### config.mk
export PLATFORM = sky130hd
export DESIGN_NAME = ctu_clsp_relock_ctl
export DESIGN_NICKNAME = d
export VERILOG_FILES = /design/src/rtl/ctu_clsp_relock_ctl_pkg.sv /design/src/rtl/ctu_clsp_relock_ctl_dcnt.sv /design/src/rtl/ctu_clsp_relock_ctl.sv
export SDC_FILE = /design/constraint.sdc
export NUM_CORES = 1
export LEC_CHECK = 0
export CORE_ASPECT_RATIO = 1.25
export CORE_MARGIN = 2
export CORE_UTILIZATION = 30
export DETAILED_ROUTE_END_ITERATION = 16
export GPL_TIMING_DRIVEN = 0
export MAX_ROUTING_LAYER = met4
export SYNTH_ARGS = -nofsm -noshare
export SYNTH_HDL_FRONTEND = slang
export SYNTH_HIERARCHICAL = 1
export SYNTH_SLANG_ARGS = --single-unit
### constraint.sdc
create_clock -name pll_raw_clk_out -period 3 [get_ports pll_raw_clk_out]
set_input_delay 0.6 -clock pll_raw_clk_out [delete_from_list [all_inputs] [get_ports pll_raw_clk_out]]
set_output_delay 0.6 -clock pll_raw_clk_out [all_outputs]
set_load 0.05 [all_outputs]
### src/rtl/ctu_clsp_relock_ctl_pkg.sv
// ctu_clsp_relock_ctl_pkg: shared state encodings, grant indices and the grant arbiter
// for the PLL relock scheduler.
// Contents: rlsm_e (one-hot state encoding), GNT_* (bit positions in the grant vector),
// pick() (fixed-priority arbiter).
package ctu_clsp_relock_ctl_pkg;

    typedef enum logic [5:0] {
        ST_IDLE  = 6'b000001,
        ST_STRB  = 6'b000010,
        ST_WUNLK = 6'b000100,
        ST_WLCK  = 6'b001000,
        ST_ACK   = 6'b010000,
        ST_GAP   = 6'b100000
    } rlsm_e;

    // Bit positions in the grant vector. The strobe and ack outputs are packed in the same order.
    localparam int GNT_FC  = 0;
    localparam int GNT_WRM = 1;
    localparam int GNT_TST = 2;

    // Fixed priority: frequency change, then warm reset, then tester reset.
    function automatic logic [2:0] pick(input logic fc, input logic wrm, input logic tst);
        return fc ? 3'b001 : wrm ? 3'b010 : tst ? 3'b100 : 3'b000;
    endfunction

endpackage

### src/rtl/ctu_clsp_relock_ctl_dcnt.sv
// ctu_clsp_relock_ctl_dcnt: loadable 16-bit down-counter that saturates at zero.
// Ports: clk, rst (sync, active high), ld/val (load value), en (count enable),
// dn (high while count == 0).
module ctu_clsp_relock_ctl_dcnt (
    input  logic        clk,
    input  logic        rst,
    input  logic        ld,
    input  logic [15:0] val,
    input  logic        en,
    output logic        dn
);

    logic [15:0] cnt;

    always_ff @(posedge clk) begin
        if (rst)
            cnt <= '0;
        else if (ld)
            cnt <= val;
        else if (en && cnt != 16'd0)
            cnt <= cnt - 16'd1;
    end

    assign dn = cnt == 16'd0;

endmodule

### src/rtl/ctu_clsp_relock_ctl.sv
// ctu_clsp_relock_ctl: arbitrates frequency-change, warm-reset and tester-reset relock requests,
// drives one relock strobe into the PLL lock counter, waits for the lock to drop and return,
// acknowledges the requester, then enforces an idle gap before the next event.
// Ports: pll_raw_clk_out (clock), rst_ref (sync active-high reset), pll_locked_ref,
// fc_req/fc_div, wrm_req, tst_req in; fc_ack/wrm_ack/tst_ack, wrm_rst_fc_ref/wrm_rst_ref/tst_rst_ref,
// pll_div_cfg, busy, tmo_err out. All outputs are registered.
// Optional feature: define CTU_RELOCK_TMO_EN to bound the unlock/lock waits with timeouts
// that set the sticky tmo_err flag; otherwise the waits are unbounded and tmo_err is 0.
module ctu_clsp_relock_ctl
    import ctu_clsp_relock_ctl_pkg::*;
#(
    parameter int          PULSE_W    = 4,
    parameter logic [15:0] UNLOCK_TMO = 16'h00FF,
    parameter logic [15:0] LOCK_TMO   = 16'hFFFF,
    parameter int          GAP_CNT    = 8,
    parameter int          DIV_W      = 6,
    parameter logic [DIV_W-1:0] DIV_RST = DIV_W'(4)
) (
    input  logic             pll_raw_clk_out,
    input  logic             rst_ref,
    input  logic             pll_locked_ref,
    input  logic             fc_req,
    input  logic [DIV_W-1:0] fc_div,
    input  logic             wrm_req,
    input  logic             tst_req,
    output logic             fc_ack,
    output logic             wrm_ack,
    output logic             tst_ack,
    output logic             wrm_rst_fc_ref,
    output logic             wrm_rst_ref,
    output logic             tst_rst_ref,
    output logic [DIV_W-1:0] pll_div_cfg,
    output logic             busy,
    output logic             tmo_err
);

    rlsm_e       state, state_nxt;
    logic [2:0]  gnt, gnt_nxt;
    logic        cnt_ld, cnt_dn, tmo_hit;
    logic [15:0] cnt_val;

`ifdef CTU_RELOCK_TMO_EN
    // The shared counter reaching zero while still waiting for the expected lock edge is a timeout.
    assign tmo_hit = cnt_dn && ((state == ST_WUNLK && pll_locked_ref) ||
                                (state == ST_WLCK && !pll_locked_ref));
    always_ff @(posedge pll_raw_clk_out) begin
        if (rst_ref)
            tmo_err <= 1'b0;
        else
            tmo_err <= tmo_err | tmo_hit;
    end
`else
    assign tmo_hit = 1'b0;
    assign tmo_err = 1'b0;
`endif

    always_comb begin
        state_nxt = state;
        gnt_nxt   = gnt;
        case (state)
            ST_IDLE: begin
                if (pll_locked_ref && (fc_req || wrm_req || tst_req)) begin
                    state_nxt = ST_STRB;
                    gnt_nxt   = pick(fc_req, wrm_req, tst_req);
                end
            end
            ST_STRB:  state_nxt = cnt_dn ? ST_WUNLK : ST_STRB;
            ST_WUNLK: state_nxt = !pll_locked_ref ? ST_WLCK : tmo_hit ? ST_ACK : ST_WUNLK;
            ST_WLCK:  state_nxt = (pll_locked_ref || tmo_hit) ? ST_ACK : ST_WLCK;
            ST_ACK: begin
                state_nxt = ST_GAP;
                gnt_nxt   = '0;
            end
            ST_GAP:   state_nxt = cnt_dn ? ST_IDLE : ST_GAP;
            default: begin
                state_nxt = ST_IDLE;
                gnt_nxt   = '0;
            end
        endcase
    end

    // The counter is reloaded on every state change with the length of the state being entered,
    // so a load of N-1 gives exactly N cycles in that state before dn is seen.
    assign cnt_ld  = state_nxt != state;
    assign cnt_val = state_nxt == ST_STRB  ? 16'(PULSE_W - 1) :
                     state_nxt == ST_WUNLK ? UNLOCK_TMO - 16'd1 :
                     state_nxt == ST_WLCK  ? LOCK_TMO - 16'd1 :
                     state_nxt == ST_GAP   ? 16'(GAP_CNT - 1) : 16'd0;

    ctu_clsp_relock_ctl_dcnt u_dcnt (
        .clk (pll_raw_clk_out),
        .rst (rst_ref),
        .ld  (cnt_ld),
        .val (cnt_val),
        .en  (state != ST_IDLE),
        .dn  (cnt_dn)
    );

    // Outputs are decoded from the next state so that each registered output is high
    // exactly while the FSM occupies the corresponding state.
    always_ff @(posedge pll_raw_clk_out) begin
        if (rst_ref) begin
            state                                     <= ST_IDLE;
            gnt                                       <= '0;
            pll_div_cfg                               <= DIV_RST;
            {tst_rst_ref, wrm_rst_ref, wrm_rst_fc_ref} <= '0;
            {tst_ack, wrm_ack, fc_ack}                <= '0;
            busy                                      <= 1'b0;
        end else begin
            state <= state_nxt;
            gnt   <= gnt_nxt;
            if (state == ST_IDLE && gnt_nxt[GNT_FC])
                pll_div_cfg <= fc_div;
            {tst_rst_ref, wrm_rst_ref, wrm_rst_fc_ref} <= state_nxt == ST_STRB ? gnt_nxt : 3'b000;
            {tst_ack, wrm_ack, fc_ack}                <= state_nxt == ST_ACK ? gnt_nxt : 3'b000;
            busy                                      <= state_nxt != ST_IDLE;
        end
    end

endmodule

* Yosys cells after proc, flatten, opt, wreduce, memory -nomap -nowiden
Index checks and enable logic that the tools add are counted.
Widths: inputs -> output; s select.
** Cells by class
- Shift-type cells :: 0
- Magnitude comparators :: 0
- $add $sub $neg :: 1
- Mux-type cells :: 17
- Bitwise logic cells :: 2
- Multipliers :: 0
- Reduce and logical (&&, ||, !) cells :: 11
- Div/mod/pow operators :: 0
- Equal/unequal tests :: 14
** Operators by type and width (count)
- $mux 16 :: 5
- $pmux 6 s6 :: 1
- $mux 3 :: 6
- $logic_not 16->1 :: 1
- $reduce_bool 16->1 :: 1
- $sub 16x1->16 const B :: 1
- $eq 6x2->1 const B :: 2
- $eq 6x3->1 const B :: 2
- $eq 6x4->1 const B :: 2
- $eq 6x5->1 const B :: 2
- $eq 6x6->1 const B :: 2
- $mux 6 :: 2
- $ne 6x1->1 const B :: 2
- $eq 6x1->1 const B :: 1
- $ne 6x6->1 :: 1
- $pmux 3 s2 :: 1
- $mux 5 :: 1
- $mux 4 :: 1
- $reduce_or 2->1 :: 2
- $reduce_or 4->1 :: 1
- $logic_and 1x1->1 :: 3
- $logic_or 1x1->1 :: 2
- $not 1->1 :: 2
- $reduce_bool 2->1 :: 1
** Storage, ports and cells
- Output and inout bits :: 14
- Input bits :: 12
- Word-level logic and storage cells :: 56
- Register bits after elaboration :: 38
- Memory bits (writable) :: 0
- Latch bits :: 0
- Memories kept :: 0
- Memory bits (read-only) :: 0

* Depth between registers and ports, before layout
- Word-level depth :: 11
- Depth in mapped cells :: 14
- Gate-level depth less buffers :: 12

* Hierarchy
The synthesis kept the hierarchy.
** By module, submodules not included
- ctu_clsp_relock_ctl :: cells an instance 127, sequential area each 440.4 sq um, instances 1, area an instance 1071.0 sq um
- ctu_clsp_relock_ctl_dcnt :: cells an instance 114, sequential area each 320.3 sq um, instances 1, area an instance 944.7 sq um

* Least setup slack after synthesis
OpenSTA, ideal clock, no wires.
- Kind :: register -> register
- From :: register u_dcnt.cnt[7]
- To :: register u_dcnt.cnt[0]
- Library setup time :: 0.086 ns
- Required time :: 2.914 ns
- Period minus slack after synthesis :: 2.760 ns
- Cell stages (with the launch flop) :: 12
- Path slack :: 0.240 ns
- Data arrival time :: 2.675 ns
- Buffers on the path :: 2
- Cell sequence :: dfxtp_1 -> or4_4 -> and4bb_2 -> buf_6 -> a21oi_1 -> nor4b_1 -> o21ai_0 -> nor3_1 -> o211ai_1 -> clkinv_1 -> clkbuf_1 -> a211oi_1
** Between the ends
- Elaborated cells on any way between the ends :: 17
- Those cells by class :: eq/ne (5); mux (8); reduce/logical (4)
** RTL lines
- start: declaration :: line ctu_clsp_relock_ctl_dcnt.sv:13 : logic [15:0] cnt;
- start signal: assignment :: line ctu_clsp_relock_ctl_dcnt.sv:19 : cnt <= val;
- start signal: assignment :: line ctu_clsp_relock_ctl_dcnt.sv:21 : cnt <= cnt - 16'd1;
- $logic_not 16->1 (*) :: line ctu_clsp_relock_ctl_dcnt.sv:24 : assign dn = cnt == 16'd0;
- net cnt_dn :: line ctu_clsp_relock_ctl.sv:39 : logic cnt_ld, cnt_dn, tmo_hit;
- $mux 6 / $mux 3 (equally long branches) :: line ctu_clsp_relock_ctl.sv:74, ctu_clsp_relock_ctl.sv:67
- $pmux 6 s6 (*) :: line ctu_clsp_relock_ctl.sv:60 : case (state)
- $ne 6x6->1 (*) :: line ctu_clsp_relock_ctl.sv:84 : assign cnt_ld = state_nxt != state;
- net cnt_ld :: line ctu_clsp_relock_ctl.sv:39
- $mux 16 / $reduce_bool 2->1 (equally long branches)
Mark *: on every way through the listed nets, which the timed path passes. The rest lies on a longest branch.
A chain may end at the register's enable or synchronous reset.

* Worst setup path after layout
- From :: register u_dcnt.cnt[10]
- To :: register u_dcnt.cnt[7]
The elaborated chain is that of the path after synthesis.

==> results.json <==
{
  "globalRouteTotalUtil_pct": 14.04,
  "crit_chain": "or4_1, and4bb_2, buf_6, a21oi_1, nor4b_1, o21ai_0, nor3_1, o211ai_1, clkinv_2, clkbuf_2, a211oi_1",
  "synthToLayoutAreaGrowth_pct": 23.34,
  "power_leakage_uw": 0.0009092,
  "startpoint_type": "register",
  "die_w_um": 77.32,
  "final_nets": 288,
  "p_switching_uw": 514.9,
  "drive_gt1_share_pct": 13.04,
  "wirelength_um": 4793,
  "cts-root-buf": "clkbuf_8",
  "slowest_delay_ns": 0.59,
  "maxCapViolations": 0,
  "p_int_uw": 931.0,
  "slew_headroom_pct": 22.42,
  "cts_buffer_depth": 2,
  "cp.required_ns": 3.21,
  "overflow": 0,
  "dpl.cell_count": 352,
  "cp_slowest_cell": "or4_1",
  "yosysSeqAreaShare_pct": 37.74,
  "hold_viol": 0,
  "tns_ns": 0,
  "drc": 0,
  "yosysTopAreaCell": "dfxtp_1",
  "synth_edf_count": 0,
  "p_sw_share_pct": 35.61,
  "vias_per_cell": 5.091,
  "rsz0062_at_grt": "no",
  "synth_nets": 254,
  "finClkSkew_ns": 0.008970,
  "dr.pass1.iters": 4,
  "vdd_drop_max_uv": 260.5,
  "post-dp-hpwl_um": 3436,
  "cts_tree": "yes",
  "fp.dieArea_um2": 7395,
  "pwr-share-seq_pct": 41.6,
  "place_congestion": 0.9338,
  "status": "finished clean",
  "worst_slew_pin_slew_ns": 1.157,
  "grt_antenna_before_repair": 0,
  "wl_per_cell_um": 13.20,
  "setup_viol": 0,
  "synth_top_cells_by_count": "dfxtp_1, nor2_1, nand2_1, a21oi_1, o21ai_0",
  "finalCriticalPeriod_ns": 2.827,
  "io_buffers": 24,
  "avgSynthCellArea_um2": 8.364,
  "end_kind": "register",
  "min_path_type": "register to register",
  "grt_pass1_vias": 1749,
  "ant_nets": 0,
  "slew_viol_final": 0,
  "n_antenna_cell": 0,
  "critical_path_arrival_ns": 3.04,
  "cts_sinks": 38,
  "synth-async-reset-ratio_pct": 0,
  "syn_area_um2": 2016,
  "grt_max_degree": 15,
  "via_count": 1848,
  "finalNonFillerCells": 363,
  "yosysTopAreaCellShare_pct": 37.74,
  "pwr-share-clk_pct": 24.9,
  "synthFlopType": "dfxtp_1",
  "pin_count": 26,
  "die_h_um": 95.65,
  "fmax_mhz": 353.7,
  "core_um2": 6524,
  "synth_area_leaders": "dfxtp_1, nor2_1, xnor2_1",
  "drtIter0Drc": 81,
  "synth.distinct_cells": 60,
  "crit_fanout": 14,
  "grt_pass1_wl_um": 8004,
  "fin_crit_sh_pct": 94.24,
  "num_rows": 33,
  "synth-seq-cells": 38,
  "syn_inst": 241,
  "start_util_pct": 30.90,
  "critPathKind": "register to register",
  "cts_buffers": 5,
  "clk_pin_slew_ns": 0.08,
  "combPwrFrac_pct": 33.6,
  "power.density_nw_per_um2": 581.6,
  "clock_latency_ns": 0.30,
  "ys_warn_count": 6,
  "htree_levels": 2
}
-- cell usage in the layout, fill, tap and decap left out, drive strengths merged, types with 7 or more instances in the layout --
| cell type | n |
|---|---|
| a211oi | 8 |
| a21oi | 12 |
| buf | 10 |
| clkbuf | 10 |
| clkdlybuf4s50 | 24 |
| dfxtp | 38 |
| nand2 | 15 |
| nand3 | 7 |
| nor2 | 38 |
| nor2b | 7 |
| nor3 | 10 |
| nor4 | 7 |
| o21ai | 14 |
| xnor2 | 8 |
-- metrics by stage --
stage	setup slack [ns]	power, uW	utilization (%)	hold slack [ns]	area, um2
after floorplan	0.2397	963.3	-	0.4649	2016
final	0.1728	1446	38.11	0.5062	2486
after global placement	-0.3306	1074	36.25	0.4744	2365
after CTS	0.1162	1459	37.99	0.5094	2479
after global routing	0.008641	1539	38.11	0.5424	2486
after detailed placement	-0.3444	1076	36.25	0.4843	2365
-- cell type report --
class / count / area (um2)
Buffer: 13 / 90.09
Clock buffer: 5 / 68.82
Clock inverter: 3 / 21.27
Fill cell: 725 / 4038
Inverter: 7 / 30.03
Multi-Input combinational cell: 183 / 1144
Sequential cell: 38 / 760.7
Tap cell: 87 / 108.9
Timing Repair Buffer: 27 / 262.8
-- power by group through the flow --
stage | combinational [uW] | clock (uW) | sequential [uW]
final | 485 | 359 | 601
after global routing | 537 | 394 | 608
after CTS | 481 | 378 | 600
after detailed placement | 466 | 0 | 610
after global placement | 464 | 0 | 610
after floorplan | 334 | 0 | 630
-- per-layer routing --
| layer | vias up | GRT usage [%] | wire (um) |
|---|---|---|---|
| li1 | 925 | - | - |
| met1 | 867 | 15.86 | 2192 |
| met2 | 46 | 24.28 | 2327 |
| met3 | 10 | 3.030 | 185 |
| met4 | 0 | 5.655 | 88 |
| met5 | - | - | 0 |
-- cell families (layout without fill, tap and decap cells) --
group	count (synthesis)	count (layout)	synth area share, %
AOI/OAI and AO/OA	56	56	19.18
xor gates and xnor gates	9	9	3.911
adders and majority gates	1	1	0.6206
buffers and inverters	20	55	5.835
DFF	38	38	37.74
muxes	6	6	2.980
other	1	1	0.1860
and+or+nand+nor	110	110	29.55
-- final timing paths --
check	slack, ns	cells past startpoint	startpoint	endpoint
hold / removal	0.51	2	pll_div_cfg[3]	pll_div_cfg[3]
hold reg to reg	0.51	2	pll_div_cfg[3]	pll_div_cfg[3]
setup / recovery	0.17	11	u_dcnt/cnt[10]	u_dcnt/cnt[7]
setup reg to reg	0.17	11	u_dcnt/cnt[10]	u_dcnt/cnt[7]
-- flip-flops by register name, indices dropped and copies added (netlist names) --
| register | cells |
|---|---|
| busy | 1 |
| fc_ack | 1 |
| gnt | 3 |
| pll_div_cfg | 6 |
| state | 6 |
| tst_ack | 1 |
| tst_rst_ref | 1 |
| u_dcnt/cnt | 16 |
| wrm_ack | 1 |
| wrm_rst_fc_ref | 1 |
| wrm_rst_ref | 1 |
-- critical path, delay by kind of cell, from the launching register on --
| kind | cells | cell delay, ns |
|---|---|---|
| buffers and inverters | 3 | 0.60 |
| AND/OR/NAND/NOR | 4 | 1.18 |
| AO/OA/AOI/OAI | 4 | 0.60 |
| flip-flops | 1 | 0.35 |
-- what timing repair did --
item | 4_1_cts | 5_1_grt
setup endpoints to repair | 15 | 7
hold buffers | 0 | 0
setup buffers | 3 | 0
gates cloned | 0 | 0
resized for setup | 1 | 3
endpoints found under the hold margin | 0 | 0
pin swaps | 1 | 0
No activity file was read; power rests on OpenSTA's default activity.
